==> config.mk <==
export PLATFORM = sky130hd
export DESIGN_NAME = alu_arbiter
export DESIGN_NICKNAME = d
export VERILOG_FILES = /design/src/rtl/alu_arbiter.sv
export SDC_FILE = /design/constraint.sdc
export NUM_CORES = 1
export LEC_CHECK = 0
export ABC_AREA = 1
export BUFFER_PORTS_ARGS = -buffer_cell sky130_fd_sc_hd__buf_2
export CORE_AREA = 2 2 124 126
export DETAILED_ROUTE_END_ITERATION = 16
export DIE_AREA = 0 0 126 128
export SLEW_MARGIN = 20
export SYNTH_ARGS = -nofsm -noshare
export SYNTH_HDL_FRONTEND = slang
export SYNTH_SLANG_ARGS = --single-unit
==> constraint.sdc <==
create_clock -name clock -period 1.3 [get_ports clock]
set_input_delay 0.26 -clock clock [delete_from_list [all_inputs] [get_ports clock]]
set_output_delay 0.26 -clock clock [all_outputs]
set_load 0.03 [all_outputs]
==> src/rtl/alu_arbiter.sv <==
// Two-port valid/ready front end for one shared 32-bit ALU: one grant per cycle, round-robin or fixed priority.
// Result is registered per port one cycle after grant; a full response slot blocks only its own port.
module alu_arbiter #(
  parameter bit FIXED_PRIORITY = 1'b0
) (
  input  logic        clock,
  input  logic        reset,
  input  logic        req_valid0,
  input  logic        req_valid1,
  output logic        req_ready0,
  output logic        req_ready1,
  input  logic [31:0] req_A0,
  input  logic [31:0] req_A1,
  input  logic [31:0] req_B0,
  input  logic [31:0] req_B1,
  input  logic [2:0]  req_control0,
  input  logic [2:0]  req_control1,
  output logic        rsp_valid0,
  output logic        rsp_valid1,
  input  logic        rsp_ready0,
  input  logic        rsp_ready1,
  output logic [31:0] rsp_out0,
  output logic [31:0] rsp_out1,
  output logic [2:0]  rsp_flags0,
  output logic [2:0]  rsp_flags1,
  output logic [31:0] alu_A,
  output logic [31:0] alu_B,
  output logic [2:0]  alu_control,
  input  logic [31:0] alu_out,
  input  logic        alu_overflow,
  input  logic        alu_zero,
  input  logic        alu_negative
);

  logic        elig0, elig1, prefer0, grant0, grant1;
  logic        last_grant_q, last_grant_d;
  logic        rsp_valid0_q, rsp_valid0_d, rsp_valid1_q, rsp_valid1_d;
  logic [31:0] rsp_out0_q, rsp_out0_d, rsp_out1_q, rsp_out1_d;
  logic [2:0]  rsp_flags0_q, rsp_flags0_d, rsp_flags1_q, rsp_flags1_d;
  logic [2:0]  alu_flags;

  assign alu_flags = {alu_overflow, alu_zero, alu_negative};

  // A slot being drained this cycle is free, so the client can refill it immediately.
  always_comb begin
    elig0   = req_valid0 & (~rsp_valid0_q | rsp_ready0);
    elig1   = req_valid1 & (~rsp_valid1_q | rsp_ready1);
    prefer0 = FIXED_PRIORITY | last_grant_q;
    grant0  = elig0 & (~elig1 | prefer0);
    grant1  = elig1 & ~grant0;
  end

  assign req_ready0 = grant0;
  assign req_ready1 = grant1;

  always_comb begin
    alu_A       = 32'd0;
    alu_B       = 32'd0;
    alu_control = 3'b010;
    if (grant0) begin
      alu_A       = req_A0;
      alu_B       = req_B0;
      alu_control = req_control0;
    end else if (grant1) begin
      alu_A       = req_A1;
      alu_B       = req_B1;
      alu_control = req_control1;
    end
  end

  always_comb begin
    last_grant_d = last_grant_q;
    if (grant0 | grant1) begin
      last_grant_d = grant1;
    end

    rsp_valid0_d = rsp_valid0_q;
    rsp_out0_d   = rsp_out0_q;
    rsp_flags0_d = rsp_flags0_q;
    if (grant0) begin
      rsp_valid0_d = 1'b1;
      rsp_out0_d   = alu_out;
      rsp_flags0_d = alu_flags;
    end else if (rsp_ready0 & rsp_valid0_q) begin
      rsp_valid0_d = 1'b0;
    end

    rsp_valid1_d = rsp_valid1_q;
    rsp_out1_d   = rsp_out1_q;
    rsp_flags1_d = rsp_flags1_q;
    if (grant1) begin
      rsp_valid1_d = 1'b1;
      rsp_out1_d   = alu_out;
      rsp_flags1_d = alu_flags;
    end else if (rsp_ready1 & rsp_valid1_q) begin
      rsp_valid1_d = 1'b0;
    end
  end

  // last_grant resets to port 1 so port 0 wins the first contention.
  always_ff @(posedge clock) begin
    if (reset) begin
      last_grant_q <= 1'b1;
      rsp_valid0_q <= 1'b0;
      rsp_out0_q   <= 32'd0;
      rsp_flags0_q <= 3'b000;
      rsp_valid1_q <= 1'b0;
      rsp_out1_q   <= 32'd0;
      rsp_flags1_q <= 3'b000;
    end else begin
      last_grant_q <= last_grant_d;
      rsp_valid0_q <= rsp_valid0_d;
      rsp_out0_q   <= rsp_out0_d;
      rsp_flags0_q <= rsp_flags0_d;
      rsp_valid1_q <= rsp_valid1_d;
      rsp_out1_q   <= rsp_out1_d;
      rsp_flags1_q <= rsp_flags1_d;
    end
  end

  assign rsp_valid0 = rsp_valid0_q;
  assign rsp_out0   = rsp_out0_q;
  assign rsp_flags0 = rsp_flags0_q;
  assign rsp_valid1 = rsp_valid1_q;
  assign rsp_out1   = rsp_out1_q;
  assign rsp_flags1 = rsp_flags1_q;

endmodule

==> results.sh, run 1 <==
export IMPL_cp_data_arrival_time_ps=1640
export IMPL_yosys_top_cells_area="dfxtp_1 (37%), nand2_1 (26%), nor2_1 (10%)"
export IMPL_cts_htree_levels=3
export IMPL_portBuffers=315
export IMPL_tritoncts="yes"
export IMPL_path_common_cell="nand2_4"
export IMPL_skew_ps=6.04
export IMPL_max_stage_delay_ps=360
export IMPL_hold_path_depth=2
export IMPL_grt_max_degree=36
export IMPL_syn_area_um2=3910
export IMPL_die_height_um=128
export IMPL_worstMarginPinSlew_ps=529
export IMPL_clk_pin_slew_ps=50
export IMPL_finalSetupTns_ps=-56520
export IMPL_cp_cell_sequence="nand2_4, nand2_4, o21ai_4, inv_4, buf_12, nand2_1, nand2_4, buf_4"
export IMPL_cts_buffers=9
export IMPL_ys_flop_type="dfxtp_1"
export IMPL_drt_iter0_drc=147
export IMPL_num_fill_cells=1493
export IMPL_critPathLaunchType="flip-flop"
export IMPL_synth_top_family_by_area="simple AND/OR/NAND/NOR gates"
export IMPL_critPathMaxFanout=24
export IMPL_drtAntennaViolNets=0
export IMPL_pre_cts_ws_ps=-429
export IMPL_p_per_area_nw_per_um2=1110
export IMPL_drv_cap=0
export IMPL_hold_buffers=0
export IMPL_status="finished with violations"
export IMPL_grt_pass1_wl_um=25000
export IMPL_cts_sinks=73
export IMPL_synthMuxAreaShare_pct=0
export IMPL_die_area_um2=16100
export IMPL_die_x_um=126
export IMPL_yosysWarnings=0
export IMPL_vdd_ir_drop_max_mv=0.855
export IMPL_antenna_found_initial=2
export IMPL_clkLatencyLatePin_ps=330
export IMPL_routabilityCongestion=0.897
export IMPL_grtUsageTotal_pct=19.6
export IMPL_min_from="reset"
export IMPL_rsz0062_at_grt="yes"
export IMPL_clock_path_buffers=2
export IMPL_worst_path_buf_inv=3
export IMPL_synth_simple_area_share_pct=41.2
export IMPL_synthTopCellsByCount="nand2_1 (271), nor2_1 (108), inv_1 (107)"
export IMPL_multi_input_area_um2=2880
export IMPL_dr_pass1_iters=5
export IMPL_ys_seq_area_share_pct=37.4
export IMPL_dp_cells=1163
export IMPL_synth_adder_area_share_pct=0
export IMPL_synth_most_common_cell="nand2_1"
export IMPL_grt_pass1_vias=4733
export IMPL_async_flop_share_pct=0
export IMPL_instances_no_fill=1206
export IMPL_worstPathRequired_ps=1040
export IMPL_coreArea_um2=14900
export IMPL_drc=0
export IMPL_whs_endpoint="rsp_valid0$_SDFFE_PP0P_"
export IMPL_hold_violations=0
export IMPL_r2r_slack_ps=-380
export IMPL_pin_count=316
export IMPL_yosys_area_share_xor_xnor_pct=0
export IMPL_seqCellArea_um2=1470
export IMPL_vias=5209
export IMPL_synth_compound_area_share_pct=5.83
export IMPL_cp_slowest_cell="dfxtp_4"
export IMPL_fin_ws_ps=-598
export IMPL_setup_viol=140
export IMPL_cts_root_buffer="clkbuf_16"
export IMPL_worst_hold_slack_ps=117
export IMPL_cp_depth=8
export IMPL_r2r_start="rsp_valid0$_SDFFE_PP0P_"
export IMPL_fin_crit_sh_pct=146
export IMPL_setup_worst_path_end_class="output pin"
export IMPL_start_util_pct=26.3
export IMPL_synth_top_cell_by_area="dfxtp_1"
export IMPL_timing_slew_headroom_pct=64.8
export IMPL_postRouteWirelength_um=17300
export IMPL_cp_top_family="buffers and inverters"
export IMPL_wl_per_cell_um=14.3
export IMPL_syn_avg_cell_area_um2=5.75
export IMPL_syn2layout_area_growth_pct=100
export IMPL_ys_ff_latch=73
export IMPL_synth_edf_count=0
export IMPL_hp_class="in -> reg"
export IMPL_crit_type="reg -> out"
export IMPL_dp_hpwl_um=12100
export IMPL_p_leak_nw=4.37
export IMPL_timing_fmax_ghz=0.527
export IMPL_drive_gt1_share_pct=59.1
export IMPL_overflow=0
export IMPL_min_period_ps=1900
export IMPL_reg2reg_depth=11
export IMPL_vias_per_cell=4.32
export IMPL_netlist_area_leader_share_pct=37.4
export IMPL_drv_slew=0
export IMPL_syn_inst=680
export IMPL_nets=1186
export IMPL_reg2reg_to="rsp_out1[2]$_SDFFE_PP0N_"
export IMPL_synth_nets=855
export IMPL_violations="setup timing"
export IMPL_synth_cell_type_count=17
export IMPL_num_rows=45
[logic make-up after synthesis]
logic type / after synthesis
AO/OA/AOI/OAI: 41
buffers and inverters: 150
flip-flops: 73
AND/OR/NAND/NOR: 416
[timing repair]
action / CTS / global route
cloned: 4 / 6
pin swaps: 2 / 18
endpoints found under the setup margin: 127 / 141
setup buffers: 10 / 10
resized for setup: 159 / 129
[worst max-delay path by stage]
stage / start / end / slack [ps]
floorplan: rsp_valid0$_SDFFE_PP0P_ / alu_control[1] / -190
global placement: rsp_ready0 / alu_B[4] / -410
detailed placement: rsp_ready0 / alu_B[7] / -430
CTS: rsp_valid1$_SDFFE_PP0P_ / alu_B[7] / -610
global route: rsp_valid1$_SDFFE_PP0P_ / alu_A[20] / -660
finish: rsp_valid0$_SDFFE_PP0P_ / alu_B[26] / -600
[registers in the layout (all words and copies together), names as in the netlist]
| register | count |
|---|---|
| last_grant_q | 1 |
| rsp_flags0 | 3 |
| rsp_flags1 | 3 |
| rsp_out0 | 32 |
| rsp_out1 | 32 |
| rsp_valid0 | 1 |
| rsp_valid1 | 1 |
[layout make-up]
class	instances	share of cell area (%)
inverter	111	5.51
multi-input combinational	457	36.8
clock inverter	2	0.447
tap	188	3.00
timing repair buffer	359	31.9
clock buffer	14	3.50
sequential	73	18.8
antenna	2	0.0639
[routing by layer]
layer	vias to the layer above	global-route usage (%)	share of wire, %
met4	0	5.49	1.9
li1	2654	-	-
met2	186	35.2	52
met1	2348	22.7	39
met3	21	5.76	7.2
met5	-	0	0
[cell usage in the layout, fill, tap and decap left out, types with 3 or more instances in the layout]
cell type    n
clkbuf_8     3
buf_16       5
clkbuf_16   15
inv_1      106
nand3_1     17
buf_6       10
nand2_4     75
inv_2        3
o21ai_2     32
nand2_2     85
nor2_4       3
nand3_2     19
buf_12      14
nor2_1     104
dfxtp_1     71
buf_4       64
nand2_1    112
buf_2      252
clkbuf_4     6
[through the flow]
step	instance area, um2	total power [mW]	utilization, %
floorplan	4560	4.58	-
global placement	6360	5.49	42.8
detailed placement	6360	5.52	42.8
CTS	7250	8.49	48.8
global route	7830	9.14	52.7
finish	7830	8.70	52.7
[where the power goes]
group | switching [mW] | internal, mW
Combinational | 2.19 | 1.40
Sequential | 0.0993 | 2.44
Clock | 0.921 | 1.64
Total | 3.21 | 5.49
No activity file was read; power rests on OpenSTA's default activity.
==> inputs of run 2 (changes only) <==
Settings changed: SKIP_CTS_REPAIR_TIMING from default to 1.
==> run 2 against run 1 <==
Effect of this change:
- the run still ends with setup timing left
- worst hold slack better by 6.0 ps
- clock skew fell by 1.5 ps
- critical path depth fell by 1
- critical endpoint is now alu_B[1]
- utilization down 5.4 points
- final cell count down 1.3%
- non-clock buffer count fell by 16
- clock power is essentially flat
- clock-buffer cell count did not move
==> results.sh, run 2 (same netlist as run 1, synthesis figures left out) <==
export IMPL_dr_pass1_iters=4
export IMPL_setup_viol=127
export IMPL_cts_buffers=9
export IMPL_clkLatencyLatePin_ps=320
export IMPL_min_period_ps=1910
export IMPL_fin_ws_ps=-608
export IMPL_drive_gt1_share_pct=48.5
export IMPL_met1_length_um=6540
export IMPL_wl_per_cell_um=13.6
export IMPL_grt_max_degree=36
export IMPL_cts_root_buffer="clkbuf_16"
export IMPL_min_from="reset"
export IMPL_reg2reg_depth=7
export IMPL_antenna_found_initial=2
export IMPL_final_cell_mix="buf_2 (306), nand2_1 (157), inv_1 (106), nor2_1 (106), nand2_4 (72)"
export IMPL_die_x_um=126
export IMPL_dr_wl_met3_um=1290
export IMPL_grtUsageTotal_pct=18.4
export IMPL_worst_hold_slack_ps=123
export IMPL_routabilityCongestion=0.897
export IMPL_drtAntennaViolNets=0
export IMPL_num_rows=45
export IMPL_vdd_ir_drop_max_mv=0.821
export IMPL_overflow=0
export IMPL_portBuffers=315
export IMPL_wl_met2_um=8160
export IMPL_dp_hpwl_um=12100
export IMPL_rsz0062_at_grt="yes"
export IMPL_vias_per_cell=4.17
export IMPL_violations="setup timing"
export IMPL_p_per_area_nw_per_um2=1170
export IMPL_syn2layout_area_growth_pct=79.9
export IMPL_r2r_slack_ps=-140
export IMPL_grt_pass1_vias=4510
export IMPL_vias=4967
export IMPL_final_common_cell="buf_2"
export IMPL_drt_iter0_drc=191
export IMPL_critPathMaxFanout=16
export IMPL_clock_path_buffers=2
export IMPL_fin_crit_sh_pct=147
export IMPL_postRouteWirelength_um=16200
export IMPL_cp_data_arrival_time_ps=1650
export IMPL_skew_ps=4.51
export IMPL_die_height_um=128
export IMPL_hold_violations=0
export IMPL_die_area_um2=16100
export IMPL_design_area_um2=7030
export IMPL_worstPathRequired_ps=1040
export IMPL_pre_cts_ws_ps=-429
export IMPL_critPathLaunchType="flip-flop"
export IMPL_start_util_pct=26.3
export IMPL_status="finished with violations"
export IMPL_worstMarginPinSlew_ps=423
export IMPL_crit_type="reg -> out"
export IMPL_hold_path_depth=2
export IMPL_p_total_mw=8.22
export IMPL_grt_pass1_wl_um=23600
export IMPL_coreArea_um2=14900
export IMPL_cts_sinks=73
export IMPL_r2r_start="rsp_valid0$_SDFFE_PP0P_"
export IMPL_hp_class="in -> reg"
export IMPL_p_leak_nw=4.11
export IMPL_setup_worst_path_end_class="output pin"
export IMPL_whs_endpoint="rsp_valid1$_SDFFE_PP0P_"
export IMPL_tritoncts="yes"
export IMPL_timing_slew_headroom_pct=71.8
export IMPL_drc=0
export IMPL_nets=1170
export IMPL_top_layer="met4"
export IMPL_drv_slew=0
export IMPL_pin_count=316
export IMPL_drv_cap=0
export IMPL_cts_htree_levels=3
export IMPL_reg2reg_to="rsp_out0[12]$_SDFFE_PP0P_"
export IMPL_clk_pin_slew_ps=50
export IMPL_dpl_cell_area_um2=6360
export IMPL_timing_fmax_ghz=0.524
==> run 2: power by group <==
group	internal, mW	switching (mW)	total, mW
sequential	2.44	0.0951	2.54
clock	1.64	0.914	2.56
combinational	1.11	2.01	3.13
==> run 2: worst max-delay path by stage <==
stage	end	slack [ps]	from	depth (start not counted)
2_1_floorplan	alu_control[1]	-190	rsp_valid0$_SDFFE_PP0P_	7
5_1_grt	alu_A[29]	-700	rsp_valid0$_SDFFE_PP0P_	8
4_1_cts	alu_B[7]	-720	rsp_valid1$_SDFFE_PP0P_	7
3_5_place_dp	alu_B[7]	-430	rsp_ready0	10
3_3_place_gp	alu_B[4]	-410	rsp_ready0	10
6_report	alu_B[1]	-610	rsp_valid0$_SDFFE_PP0P_	7
==> run 2: per-stage QoR <==
step	utilization [%]	setup TNS, ps	std cells
after floorplan	-	-10600	680
after global placement	42.8	-40320	1163
after detailed placement	42.8	-41370	1163
after CTS	44.9	-60240	1179
after global routing	47.3	-56320	1190
final	47.3	-44300	1190
==> run 2: critical path, stage by stage, from the launching register on <==
cell and delay, ps:
dfxtp_4 350, a21boi_2 200, nand2_4 100, inv_6 130, clkbuf_16 200, nand2_1 90, nand2_4 70, buf_2 190
==> run 2: per-layer routing <==
layer	global-route usage, %	vias to the layer above
met1	21.4	2162
met3	6.26	17
met5	0	-
li1	-	2613
met4	5.43	0
met2	32.0	175
==> run 2: final cells by class <==
cell class | instances | area (um2)
clock inverter | 2 | 35.0
multi-input combinational | 457 | 2510
antenna | 2 | 5.00
tap | 188 | 235
sequential | 73 | 1470
fill | 1567 | 7830
inverter | 111 | 424
clock buffer | 14 | 274
timing repair buffer | 343 | 2080
